`config.mk`:
```
export PLATFORM = sky130hd
export DESIGN_NAME = tm1638_led_refresh_flat
export DESIGN_NICKNAME = d
export VERILOG_FILES = /design/src/rtl/tm1638_pkg.sv /design/src/rtl/tm1638_led_refresh_if.sv /design/src/rtl/tm1638_byte_tx.sv /design/src/rtl/tm1638_led_refresh.sv /design/src/flat_wrapper.sv
export SDC_FILE = /design/constraint.sdc
export NUM_CORES = 1
export LEC_CHECK = 0
export CAP_MARGIN = 30
export CORE_UTILIZATION = 55
export CTS_BUF_LIST = sky130_fd_sc_hd__clkbuf_16
export CTS_CLUSTER_DIAMETER = 40
export DETAILED_ROUTE_END_ITERATION = 10
export DONT_BUFFER_PORTS = 1
export MAX_ROUTING_LAYER = met4
export PLACE_DENSITY_LB_ADDON = 0.05
export SLEW_MARGIN = 20
export SYNTH_ARGS = -nofsm -noshare
export SYNTH_HDL_FRONTEND = slang
export SYNTH_SLANG_ARGS = --single-unit
```
`constraint.sdc`:
```
create_clock -name clk -period 2.35 [get_ports clk]
set_input_delay 0.47 -clock clk [delete_from_list [all_inputs] [get_ports clk]]
set_output_delay 0.47 -clock clk [all_outputs]
set_load 0.01 [all_outputs]
```
`src/rtl/tm1638_pkg.sv`:
```
// rtl/tm1638_pkg.sv - TM1638 command bytes, frame sizes, FSM states and frame byte lookup
package tm1638_pkg;

    localparam logic [7:0] CMD_DATA_AUTO = 8'h40;
    localparam logic [7:0] CMD_ADDR0     = 8'hC0;
    localparam logic [7:0] CMD_DISP_ON   = 8'h88;

    localparam logic [4:0] NBYTES_F0 = 5'd1;
    localparam logic [4:0] NBYTES_F1 = 5'd17;
    localparam logic [4:0] NBYTES_F2 = 5'd1;

    typedef enum logic [2:0] {
        ST_IDLE,
        ST_SETUP,
        ST_SHIFT,
        ST_HOLD,
        ST_GAP,
        ST_FIN
    } state_t;

    // Index of the final byte in a frame
    function automatic logic [4:0] frame_last_idx(input logic [1:0] frame);
        case (frame)
            2'd0:    return NBYTES_F0 - 5'd1;
            2'd1:    return NBYTES_F1 - 5'd1;
            default: return NBYTES_F2 - 5'd1;
        endcase
    endfunction

    // Byte idx of a frame; in F1 idx 0 is the address, idx n>0 is display byte d(n-1)
    function automatic logic [7:0] frame_byte(input logic [1:0] frame,
                                              input logic [4:0] idx,
                                              input logic [7:0] snap,
                                              input logic [2:0] bright);
        logic [3:0] half;
        half = idx[4:1] - 4'd1;
        case (frame)
            2'd0: frame_byte = CMD_DATA_AUTO;
            2'd1: begin
                if (idx == 5'd0)
                    frame_byte = CMD_ADDR0;
                else if (!idx[0])
                    frame_byte = {7'b0, snap[half[2:0]]};
                else
                    frame_byte = 8'h00;
            end
            default: frame_byte = CMD_DISP_ON | {5'b0, bright};
        endcase
    endfunction

endpackage

```
`src/rtl/tm1638_led_refresh_if.sv`:
```
// rtl/tm1638_led_refresh_if.sv - pattern-side request signals and TM1638 pins
interface tm1638_led_refresh_if;
    logic [7:0] led;
    logic       update;
    logic       busy;
    logic       done;
    logic       stb;
    logic       sclk;
    logic       dio_out;
    logic       dio_oe;

    modport master (
        output led, update,
        input  busy, done, stb, sclk, dio_out, dio_oe
    );

    modport slave (
        input  led, update,
        output busy, done, stb, sclk, dio_out, dio_oe
    );
endinterface

```
`src/rtl/tm1638_byte_tx.sv`:
```
// rtl/tm1638_byte_tx.sv - LSB-first byte serializer driving sclk/dio
module tm1638_byte_tx #(
    parameter int CLK_DIV = 25
) (
    input  logic       clk,
    input  logic       rst,
    input  logic       start_i,
    input  logic [7:0] data_i,
    output logic       ready_o,
    output logic       sclk_o,
    output logic       dio_o
);
    localparam int CW = $clog2(2 * CLK_DIV);
    localparam logic [CW-1:0] HALF_END = CW'(CLK_DIV - 1);
    localparam logic [CW-1:0] FULL_END = CW'(2 * CLK_DIV - 1);

    logic          active_q;
    logic [CW-1:0] phase_q;
    logic [2:0]    bit_q;
    logic [6:0]    sh_q;
    logic          sclk_q;
    logic          dio_q;
    logic          last_cycle;

    // Ready also in the final cycle of a byte so the next byte follows with no gap
    assign last_cycle = active_q && (phase_q == FULL_END) && (bit_q == 3'd7);
    assign ready_o    = !active_q || last_cycle;
    assign sclk_o     = sclk_q;
    assign dio_o      = dio_q;

    // Each bit: sclk low for CLK_DIV cycles (dio updated on the fall), then high for CLK_DIV
    always_ff @(posedge clk) begin
        if (rst) begin
            active_q <= 1'b0;
            phase_q  <= '0;
            bit_q    <= 3'd0;
            sh_q     <= 7'd0;
            sclk_q   <= 1'b1;
            dio_q    <= 1'b0;
        end else if (start_i && ready_o) begin
            active_q <= 1'b1;
            phase_q  <= '0;
            bit_q    <= 3'd0;
            sh_q     <= data_i[7:1];
            sclk_q   <= 1'b0;
            dio_q    <= data_i[0];
        end else if (active_q) begin
            if (phase_q == HALF_END)
                sclk_q <= 1'b1;
            if (phase_q == FULL_END) begin
                phase_q <= '0;
                if (bit_q == 3'd7) begin
                    active_q <= 1'b0;
                end else begin
                    bit_q  <= bit_q + 3'd1;
                    sclk_q <= 1'b0;
                    dio_q  <= sh_q[0];
                    sh_q   <= {1'b0, sh_q[6:1]};
                end
            end else begin
                phase_q <= phase_q + CW'(1);
            end
        end
    end
endmodule

```
`src/rtl/tm1638_led_refresh.sv`:
```
// rtl/tm1638_led_refresh.sv - sequences the three TM1638 frames that push an 8-bit LED vector
module tm1638_led_refresh
    import tm1638_pkg::*;
#(
    parameter int          CLK_DIV = 25,
    parameter logic [2:0]  BRIGHT  = 3'd7
) (
    input  logic                   clk,
    input  logic                   rst,
    tm1638_led_refresh_if.slave    bus
);
    localparam int CW = $clog2(2 * CLK_DIV);
    localparam logic [CW-1:0] DIV_END = CW'(CLK_DIV - 1);
    localparam logic [CW-1:0] GAP_END = CW'(2 * CLK_DIV - 1);

    state_t        state_q;
    logic [CW-1:0] cnt_q;
    logic [1:0]    frame_q;
    logic [4:0]    byte_q;
    logic [7:0]    snap_q;
    logic          pend_q;
    logic          busy_q;
    logic          done_q;
    logic          stb_q;
    logic          oe_q;

    logic          req;
    logic          tx_start;
    logic          tx_ready;
    logic          tx_sclk;
    logic          tx_dio;
    logic [4:0]    tx_idx;
    logic [7:0]    tx_data;

    assign req = bus.update || pend_q;

    // Launch the first byte at the end of SETUP, then chain the rest of the frame back-to-back
    always_comb begin
        tx_start = 1'b0;
        tx_idx   = byte_q + 5'd1;
        if (state_q == ST_SETUP && cnt_q == DIV_END) begin
            tx_start = 1'b1;
            tx_idx   = 5'd0;
        end else if (state_q == ST_SHIFT && tx_ready && byte_q != frame_last_idx(frame_q)) begin
            tx_start = 1'b1;
        end
        tx_data = frame_byte(frame_q, tx_idx, snap_q, BRIGHT);
    end

    tm1638_byte_tx #(.CLK_DIV(CLK_DIV)) u_tx (
        .clk     (clk),
        .rst     (rst),
        .start_i (tx_start),
        .data_i  (tx_data),
        .ready_o (tx_ready),
        .sclk_o  (tx_sclk),
        .dio_o   (tx_dio)
    );

    // Frame sequencer: snapshot, STB framing, pending request and done pulse
    always_ff @(posedge clk) begin
        if (rst) begin
            state_q <= ST_IDLE;
            cnt_q   <= '0;
            frame_q <= 2'd0;
            byte_q  <= 5'd0;
            snap_q  <= 8'd0;
            pend_q  <= 1'b0;
            busy_q  <= 1'b0;
            done_q  <= 1'b0;
            stb_q   <= 1'b1;
            oe_q    <= 1'b0;
        end else begin
            done_q <= 1'b0;
            if (busy_q && bus.update)
                pend_q <= 1'b1;
            case (state_q)
                ST_IDLE, ST_FIN: begin
                    if (req) begin
                        snap_q  <= bus.led;
                        pend_q  <= 1'b0;
                        frame_q <= 2'd0;
                        cnt_q   <= '0;
                        stb_q   <= 1'b0;
                        oe_q    <= 1'b1;
                        busy_q  <= 1'b1;
                        state_q <= ST_SETUP;
                    end else begin
                        state_q <= ST_IDLE;
                    end
                end
                ST_SETUP: begin
                    if (cnt_q == DIV_END) begin
                        cnt_q   <= '0;
                        byte_q  <= 5'd0;
                        state_q <= ST_SHIFT;
                    end else begin
                        cnt_q <= cnt_q + CW'(1);
                    end
                end
                ST_SHIFT: begin
                    if (tx_ready) begin
                        if (byte_q == frame_last_idx(frame_q)) begin
                            cnt_q   <= '0;
                            state_q <= ST_HOLD;
                        end else begin
                            byte_q <= byte_q + 5'd1;
                        end
                    end
                end
                ST_HOLD: begin
                    if (cnt_q == DIV_END) begin
                        cnt_q <= '0;
                        stb_q <= 1'b1;
                        oe_q  <= 1'b0;
                        if (frame_q == 2'd2) begin
                            busy_q  <= 1'b0;
                            done_q  <= 1'b1;
                            state_q <= ST_FIN;
                        end else begin
                            state_q <= ST_GAP;
                        end
                    end else begin
                        cnt_q <= cnt_q + CW'(1);
                    end
                end
                ST_GAP: begin
                    if (cnt_q == GAP_END) begin
                        cnt_q   <= '0;
                        frame_q <= frame_q + 2'd1;
                        stb_q   <= 1'b0;
                        oe_q    <= 1'b1;
                        state_q <= ST_SETUP;
                    end else begin
                        cnt_q <= cnt_q + CW'(1);
                    end
                end
                default: state_q <= ST_IDLE;
            endcase
        end
    end

    assign bus.busy    = busy_q;
    assign bus.done    = done_q;
    assign bus.stb     = stb_q;
    assign bus.dio_oe  = oe_q;
    assign bus.sclk    = tx_sclk;
    assign bus.dio_out = tx_dio;
endmodule

```
`src/flat_wrapper.sv`:
```
// flat-port wrapper written by rule: the top's interface ports become plain ports
module tm1638_led_refresh_flat import tm1638_pkg::*;
#(
    parameter int          CLK_DIV = 25,
    parameter logic [2:0]  BRIGHT  = 3'd7
)
  (clk, rst, bus_led, bus_update, bus_busy, bus_done, bus_stb, bus_sclk, bus_dio_out, bus_dio_oe);
  tm1638_led_refresh_if bus_i ();
  input  logic clk;
  input  logic rst;
  input wire logic [$bits(bus_i.led)-1:0] bus_led;
  input wire logic [$bits(bus_i.update)-1:0] bus_update;
  output wire logic [$bits(bus_i.busy)-1:0] bus_busy;
  output wire logic [$bits(bus_i.done)-1:0] bus_done;
  output wire logic [$bits(bus_i.stb)-1:0] bus_stb;
  output wire logic [$bits(bus_i.sclk)-1:0] bus_sclk;
  output wire logic [$bits(bus_i.dio_out)-1:0] bus_dio_out;
  output wire logic [$bits(bus_i.dio_oe)-1:0] bus_dio_oe;
  assign bus_i.led = bus_led;
  assign bus_i.update = bus_update;
  assign bus_busy = bus_i.busy;
  assign bus_done = bus_i.done;
  assign bus_stb = bus_i.stb;
  assign bus_sclk = bus_i.sclk;
  assign bus_dio_out = bus_i.dio_out;
  assign bus_dio_oe = bus_i.dio_oe;
  tm1638_led_refresh #(.CLK_DIV(CLK_DIV), .BRIGHT(BRIGHT)) u_core (.clk(clk), .rst(rst), .bus(bus_i));
endmodule
```
==> flow_summary.toml <==
[outcome]
outcome = "finished clean"

[synthesis]
yosysWarnings = 0
async_flop_share = 0
synth-seq-cells = 48
synth_area_um2 = 2570
syn_inst = 296
yosys.cell_types.count = 58
yosysSeqAreaShare = 0.374
synth_edf_count = 0
synth_ff_type = "dfxtp_1"
synth_area_per_cell_um2 = 8.68
syn-num-nets = 320

[die]
ios = 17
dieArea_um2 = 4950
rows = 24
dieWidth_um = 70.3
die_y_um = 70.3
start_util = 0.582
core_um2 = 4410

[placed_design]
port_buffers = 0
place.gp.congestion = 0.872
dp_hpwl_um = 3760
placed_area_um2 = 2620

[cts]
cts-hold-fix-buffers = 0
cts-root-buf = "clkbuf_16"
cts.path.max_buffers = 2
cts.sinks = 48
clk_latency_ps = 280
cts_tree = "built"
numCtsBuffers = 5
postCtsSetupBuffers = 0
htreeDepth = 2
cts_resized = 0
clk_pin_slew_worst_paths_ps = 60

[power_and_ir_drop]
clockPowerShare = 0.418
p_leak_nw = 0.976
power_density_nw_per_um2 = 584
ir_worst_vdd_uv = 388
p_seq_frac = 0.529
p_sw_w = 0.000351
swShare = 0.218
power_frac_comb = 0.054
p_int_w = 0.00126

[detailed_routing]
routedWlPerCell_um = 14.7
wl_um = 5100
route.detailed.drc = 0
dr_total_vias = 2054
drtIter0Drc = 85
ant_nets = 0
avgViaCountPerCell = 5.90
drt-pass1-iter-count = 4

[worst_hold_path]
hold_start = "rst"
hold_path_class = "in -> reg"

[worst_setup_path]
path_cells = "inv_1 > ha_1 > xnor2_2 > nand2_1 > o311a_4 > or4_1 > a21oi_1"
cp-start-kind = "flip-flop"
required_ps = 2560
max_stage_delay_ps = 470
cp_slowest_cell = "or4_1"
crit_arrival_ps = 2360
crit_type = "reg -> reg"
rrSetupSlack_ps = 210
critical_path.max_fanout = 8
end_kind = "flip-flop"
timing.rr.start = "u_core.frame_q[1]$_SDFFE_PP0P_"
crit_start = "u_core.frame_q[1]$_SDFFE_PP0P_"

[grt]
grt_pass1_wl_um = 9090
antenna_found_initial = 0
grt_max_degree = 32
grtUsageTotal = 0.235
gr-total-overflow = 0
grt_pass1_vias = 2041

[finish]
syn2layout_area_growth_pct = 7.45
nets = 319
design_area_um2 = 2760
drive_gt1_frac = 0.101
fillers = 387
final-seq-area_um2 = 961
n_antenna_cell = 0
multi_input_area_um2 = 1490

[flow_run]
drv_cap = 0

[timing]
relSlewSlack = 0.626
finalSetupTns_ps = 0
fin_crit_sh = 0.912
fin_skew_ps = 4.58
rsz0062_at_grt = "no"
maxSlewViolCount = 0
hold_viol = 0
fin_crit_ps = 2140
finalSetupViolCount = 0
tightestPinTransition_ps = 557
max_freq_mhz = 467
## kinds of logic after synthesis
kind of cell	after synthesis	share of synthesized area
DFF	48	0.374
buffers and inverters	29	0.0482
muxes	14	0.0599
AOI/OAI and AO/OA	65	0.179
xor gates and xnor gates	12	0.0438
and+or+nand+nor	115	0.231
adders and majority gates	13	0.0633
## state kept, by name, summed over array words and instances (netlist names)
register,flops
u_core.snap_q,8
u_core.u_tx.sh_q,7
u_core.cnt_q,6
u_core.u_tx.phase_q,6
u_core.byte_q,5
u_core.state_q,3
u_core.u_tx.bit_q,3
u_core.frame_q,2
u_core.bus.busy,1
u_core.bus.dio_oe,1
u_core.bus.done,1
u_core.bus.stb,1
u_core.pend_q,1
u_core.u_tx.active_q,1
u_core.u_tx.dio_o,1
u_core.u_tx.sclk_o,1
## layout by cell type, fill, tap and decap left out, types with 2 or more instances in the layout
cell type  instances
o31ai_1            4
nor2_1            32
clkinv_2           2
nor2b_1            4
a31oi_1            4
xor2_1             5
nand3_1           13
nor4_2             3
nand2_1           29
buf_4              7
or4_1              3
o221ai_1           2
and3_1             2
a22oi_1            2
clkbuf_16          5
or3b_1             2
inv_1             14
o21ai_0            6
nor2b_4            2
a211oi_1           2
ha_1              13
dfxtp_1           48
o21ai_1            3
or3_1              2
mux2i_1           12
nor3_1            11
nand4_1            5
xnor2_1            6
a21oi_1           24
## power by group through the flow
stage                     sequential [W]  combinational (W)  clock, W
after floorplan                 0.000862          0.0000795         0
after global placement          0.000869          0.0000854         0
after detailed placement        0.000869          0.0000871         0
after CTS                       0.000851          0.0000874  0.000692
after global routing            0.000854          0.0000990  0.000718
final                           0.000851          0.0000868  0.000673
## critical path, delay by kind of cell (launching register included)
kind	cells	cell delay, ps
flip-flops	1	360
AND/OR/NAND/NOR	2	610
XOR/XNOR	1	260
buffers and inverters	1	70
adder cells (fa/ha/maj)	1	240
AO/OA/AOI/OAI	2	520
## layout make-up
| cell class | count | share of cell area |
|---|---|---|
| clock buffers | 5 | 0.0453 |
| clock inverters | 3 | 0.00499 |
| repair buffers | 7 | 0.0190 |
| flip-flops and latches | 48 | 0.348 |
| inverters | 14 | 0.0190 |
| well taps | 52 | 0.0236 |
| multi-input cells | 219 | 0.540 |
## metrics by stage
stage | power (W) | setup slack (ps) | util | hold slack (ps) | std cells
CTS | 0.00163 | 217 | 0.625 | 244 | 348
floorplan | 0.000942 | 393 | - | 432 | 296
global route | 0.00167 | 99.7 | 0.625 | 240 | 348
detailed placement | 0.000956 | 235 | 0.594 | 453 | 340
finish | 0.00161 | 208 | 0.625 | 250 | 348
global placement | 0.000955 | 314 | 0.594 | 445 | 340
## synth_stat cells, drive strengths merged (2+ instances only)
library cell  number  area, um2
a211oi             2       15.0
xor2               5       43.8
buf                7       41.3
nand3             13       65.1
mux2i             12        120
a31o               2       17.5
nor4               3       31.3
xnor2              7       68.8
and3               2       12.5
or4                3       22.5
nand4              5       31.3
clkbuf             8       30.0
a22oi              2       15.0
a21oi             25        129
o221ai             3       32.5
nor2              32        120
o31ai              4       30.0
inv               14       52.6
or3b               3       26.3
or3                3       23.8
dfxtp             48        961
ha                13        163
nand2             29        109
nor3              11       55.1
nor2b              6       52.6
a31oi              5       46.3
o21ai              9       45.0
## metal layers
| layer | wire length, um | GRT usage |
|---|---|---|
| met4 | 104 | 0.0911 |
| met1 | 2510 | 0.286 |
| met2 | 2310 | 0.383 |
| met3 | 177 | 0.0447 |
| met5 | 0 | - |
## final timing paths
kind,end,depth (start not counted)
worst min register to register,u_core.u_tx.bit_q[1]$_SDFFE_PP0P_,2
worst min-delay path,u_core.frame_q[0]$_SDFFE_PP0P_,1
worst max-delay path,u_core.cnt_q[4]$_SDFFE_PP0P_,7
worst max register to register,u_core.cnt_q[4]$_SDFFE_PP0P_,7
No activity file was read; power rests on OpenSTA's default activity.
